[src/rtl/zeta_addr_seq.sv]
// zeta_addr_seq: per-lane zeta ROM address stream covering every layer of an N-point NTT/INTT
module zeta_addr_seq #(
  parameter int N          = 256,
  parameter int NUM_BU     = 8,
  parameter int ADDR_WIDTH = 7
) (
  input  logic                         clk,
  input  logic                         rst_n,
  input  logic                         start,
  input  logic                         is_ntt,
  input  logic                         ready_in,
  output logic                         valid_out,
  output logic [NUM_BU*ADDR_WIDTH-1:0] addr_zeta,
  output logic [$clog2(N)-1:0]         len_out,
  output logic                         layer_last,
  output logic                         frame_last,
  output logic                         busy,
  output logic                         done
);
  localparam int LOGN = $clog2(N);
  localparam int CPL  = N / (2 * NUM_BU);
  localparam int NL   = LOGN - 1;
  localparam int CW   = CPL > 1 ? $clog2(CPL) : 1;
  localparam int LW   = NL > 1 ? $clog2(NL) : 1;
  typedef enum logic [1:0] {IDLE, RUN, DONE} state_t;
  state_t         st, st_nx;
  logic [CW-1:0]  c, c_nx;
  logic [LW-1:0]  l, l_nx;
  logic           ntt, ntt_nx;
  logic           c_end, l_end;
  logic [LOGN-1:0] b, a;
  assign c_end = c == CW'(CPL - 1);
  assign l_end = l == LW'(NL - 1);
  always_ff @(posedge clk) begin
    if (!rst_n) begin
      st  <= IDLE;
      c   <= '0;
      l   <= '0;
      ntt <= 1'b0;
    end else begin
      st  <= st_nx;
      c   <= c_nx;
      l   <= l_nx;
      ntt <= ntt_nx;
    end
  end
  always_comb begin
    st_nx  = st;
    c_nx   = c;
    l_nx   = l;
    ntt_nx = ntt;
    if (st == IDLE && start) begin
      st_nx  = RUN;
      c_nx   = '0;
      l_nx   = '0;
      ntt_nx = is_ntt;
    end else if (st == RUN && ready_in) begin
      c_nx  = c_end ? '0 : c + 1'b1;
      l_nx  = c_end ? l + 1'b1 : l;
      st_nx = c_end && l_end ? DONE : RUN;
    end else if (st == DONE) begin
      st_nx = IDLE;
    end
  end
  always_comb begin
    busy       = st == RUN;
    valid_out  = busy;
    done       = st == DONE;
    layer_last = busy && c_end;
    frame_last = busy && c_end && l_end;
    len_out    = !busy ? '0 : ntt ? LOGN'(N / 2) >> l : LOGN'(2) << l;
    addr_zeta  = '0;
    b          = '0;
    a          = '0;
    for (int i = 0; i < NUM_BU; i++) begin
      b = LOGN'(i * CPL) + LOGN'(c);
      a = (LOGN'(1) << l) + (b >> (LOGN'(NL) - LOGN'(l)));
      if (busy) addr_zeta[i*ADDR_WIDTH +: ADDR_WIDTH] = ADDR_WIDTH'(a);
    end
  end
endmodule

[config.mk]
export PLATFORM = sky130hd
export DESIGN_NAME = zeta_addr_seq
export DESIGN_NICKNAME = d
export VERILOG_FILES = /design/src/rtl/zeta_addr_seq.sv
export SDC_FILE = /design/constraint.sdc
export NUM_CORES = 1
export LEC_CHECK = 0
export ABC_AREA = 1
export CAP_MARGIN = 10
export CORE_MARGIN = 2
export CORE_UTILIZATION = 51
export CTS_CLUSTER_DIAMETER = 50
export DETAILED_ROUTE_END_ITERATION = 8
export GPL_TIMING_DRIVEN = 0
export PLACE_DENSITY = 0.83
export SYNTH_ARGS = -nofsm -noshare
export SYNTH_HDL_FRONTEND = slang
export SYNTH_SLANG_ARGS = --single-unit
[constraint.sdc]
create_clock -name clk -period 5 [get_ports clk]
set_input_delay 1 -clock clk [delete_from_list [all_inputs] [get_ports clk]]
set_output_delay 1 -clock clk [all_outputs]
set_load 0.02 [all_outputs]
==> flow_metrics.tcl <==
set metrics [dict create \
    status "finished clean" \
    setup_viol 0 \
    drtIter0Drc 184 \
    synth_nets 539 \
    finClkSkew_ps 3.30 \
    min_path_type "flip-flop to flip-flop" \
    crit_top_cell "nand2_1" \
    drive_gt1_share_pct 7.99 \
    criticalPathCategory "flip-flop to output pin" \
    crit_buf_inv 7 \
    dieArea_mm2 0.00612 \
    grt_remaining_overflow 0 \
    placed_area_mm2 0.00365 \
    globalRouteTotalUtil_pct 29.9 \
    max_clock_freq_mhz 214 \
    vias 3432 \
    slew_headroom_pct 59.0 \
    fin_area_mm2 0.00378 \
    firstDrtPassIters 5 \
    stdcell_count 635 \
    netlist_instances 479 \
    layout_commonest_cell "nand2_1" \
    tightest_slew_ps 615 \
    start_kind "flip-flop" \
    critPathCaptureType "output pin" \
    clock_sinks 10 \
    cts_hold_buffers 0 \
    htree_levels 1 \
    ys_types 32 \
    gp_congestion 0.924 \
    drtAntennaViolNets 0 \
    grt_start_max_net_pins 14 \
    hold_viol 0 \
    crit_fanout 13 \
    die_x_um 78.2 \
    critPathMaxStageDelay_ps 610 \
    ys_seq_area_share_pct 7.12 \
    leakagePower_nw 2.10 \
    seqCellArea_um2 204 \
    drcViolationCount 0 \
    final_cell_mix "nand2_1 (100), nor2_1 (78), clkdlybuf4s50_1 (73)" \
    ys_ff_latch 10 \
    wirelength_um 8910 \
    peakVddDrop_mv 0.224 \
    cts.clk_slew.worst_paths_ps 50 \
    yosysWarnings 0 \
    wl_met3_um 533 \
    fillers 491 \
    layout_min_cycle_time_ps 4680 \
    wl_met2_um 4360 \
    syn_area_per_cell_um2 5.87 \
    diodes 0 \
    p_per_area_mw_per_mm2 68.0 \
    dp.cells 625 \
    path_cells "inv_2 > buf_6 > ha_1 > inv_1 > nor2_4 > inv_1 > nand2_1 > ha_1 > inv_1 > fa_1 > inv_1 > nand3_1 > nand2_1 > nand2_1 > nand2_1 > a21oi_1 > nand2_1 > nand2_1 > nor2_1 > clkdlybuf4s50_1" \
    core_area_mm2 0.00541 \
    io_pins 74 \
    grt_antenna_before_repair 0 \
    root_buffer "clkbuf_8" \
    grt_pass1_wl_um 15200 \
    slowest_stage "clkdlybuf4s50_1" \
    final-max-slew-violation-count 0 \
    port_buffers 73 \
    via_per_inst 5.40 \
    cap_violations 0 \
    multi_input_area_mm2 0.00232 \
    fin_nets 624 \
    fin_tns_setup_ps 0 \
    crit_arrival_ps 3680 \
    cts_tree "yes" \
    drt-wirelength-per-cell_um 14.0 \
    grt_pass1_vias 3386 \
    clk_path_buf_depth 2 \
    highest_layer "met4" \
    dpl.hpwl_um 7030 \
    crit_family "buffers and inverters" \
    fp.dieH_um 78.2 \
    std_cell_rows 27 \
    wl_met1_um 3890 \
    cts_made_buffers 3 \
    period_share_pct 93.6 \
    worstPathRequired_ps 4000 \
    clkLatencyLatePin_ps 230 \
    start_util_pct 52.0 \
    area_growth_pct 34.4 \
    synth_area_mm2 0.00281 \
]
==> cell type report <==
type	instances	share of cell area, %
plain buffers	12	1.82
multi-input cells	390	61.3
well taps	72	2.39
repair buffers	80	20.9
inverters	67	6.66
flip-flops and latches	10	5.40
clock buffers	4	1.46
==> timing repair <==
item	in CTS	in global routing
resized for setup	2	8
setup buffers	0	6
gates cloned	0	0
endpoints found under the setup margin	1	4
pin swaps	0	1
==> synth_stat cells (all sizes together) <==
cell type,instances,area share [%]
a211oi,1,0.27
a21o,8,2.1
a21oi,66,12
a22oi,1,0.27
a31oi,1,0.22
and3,1,0.22
buf,5,1.4
clkbuf,7,0.98
clkinv,1,0.13
dfxtp,10,7.1
fa,8,5.7
ha,47,21
inv,66,8.8
nand2,109,16
nand3,19,3.6
nand4,3,0.67
nor2,84,12
nor3,7,1.6
nor3b,1,0.27
o21ai,33,5.9
xor2,1,0.31
==> sequential cells by signal, summed over array words and instances, names as in the netlist <==
name	flops
c	4
l	3
st	2
ntt	1
==> report_power, final <==
part	internal, mW	switching [mW]
sequential	0.0813	0.00184
combinational	0.0271	0.0451
clock	0.0693	0.0321
total	0.178	0.0790
==> worst min-delay path, delay by kind of cell (launching register included) <==
| family | cells | cell delay [ps] |
|---|---|---|
| flip-flops | 1 | 330 |
| AO/OA/AOI/OAI | 1 | 50 |
| AND/OR/NAND/NOR | 1 | 70 |
==> stage by stage <==
step | util (%) | setup WS, ps | hold WS, ps | power (mW)
2_1_floorplan | - | 741 | 471 | 0.125
3_3_place_gp | 67.2 | -528 | 482 | 0.155
3_5_place_dp | 67.5 | 73.6 | 495 | 0.156
4_1_cts | 68.6 | 30.5 | 503 | 0.257
5_1_grt | 69.9 | -18.5 | 531 | 0.268
6_report | 69.9 | 322 | 502 | 0.257
==> cell families (layout without fill, tap and decap cells) <==
family,count (synthesis),count (layout),share of synthesized area [%]
and+or+nand+nor,224,224,33.8
AOI/OAI and AO/OA,110,110,20.8
buffers and inverters,79,163,11.4
adders and majority gates,55,55,26.6
DFF,10,10,7.12
xor gates and xnor gates,1,1,0.312
==> metal layers <==
layer  vias up  global-route usage [%]
li1       1731                       -
met1      1555                    38.4
met2       135                    55.3
met3        11                    2.53
met4         0                    4.56
met5         -                       0
==> worst paths after layout <==
kind	endpoint	startpoint	slack [ps]	cells after the start
setup / recovery	addr_zeta[20]	l[0]	320	20
hold / removal	st[1]	st[0]	500	2
setup reg to reg	st[0]	l[0]	3130	11
hold reg to reg	st[1]	st[0]	500	2
No activity file was read; power rests on OpenSTA's default activity.
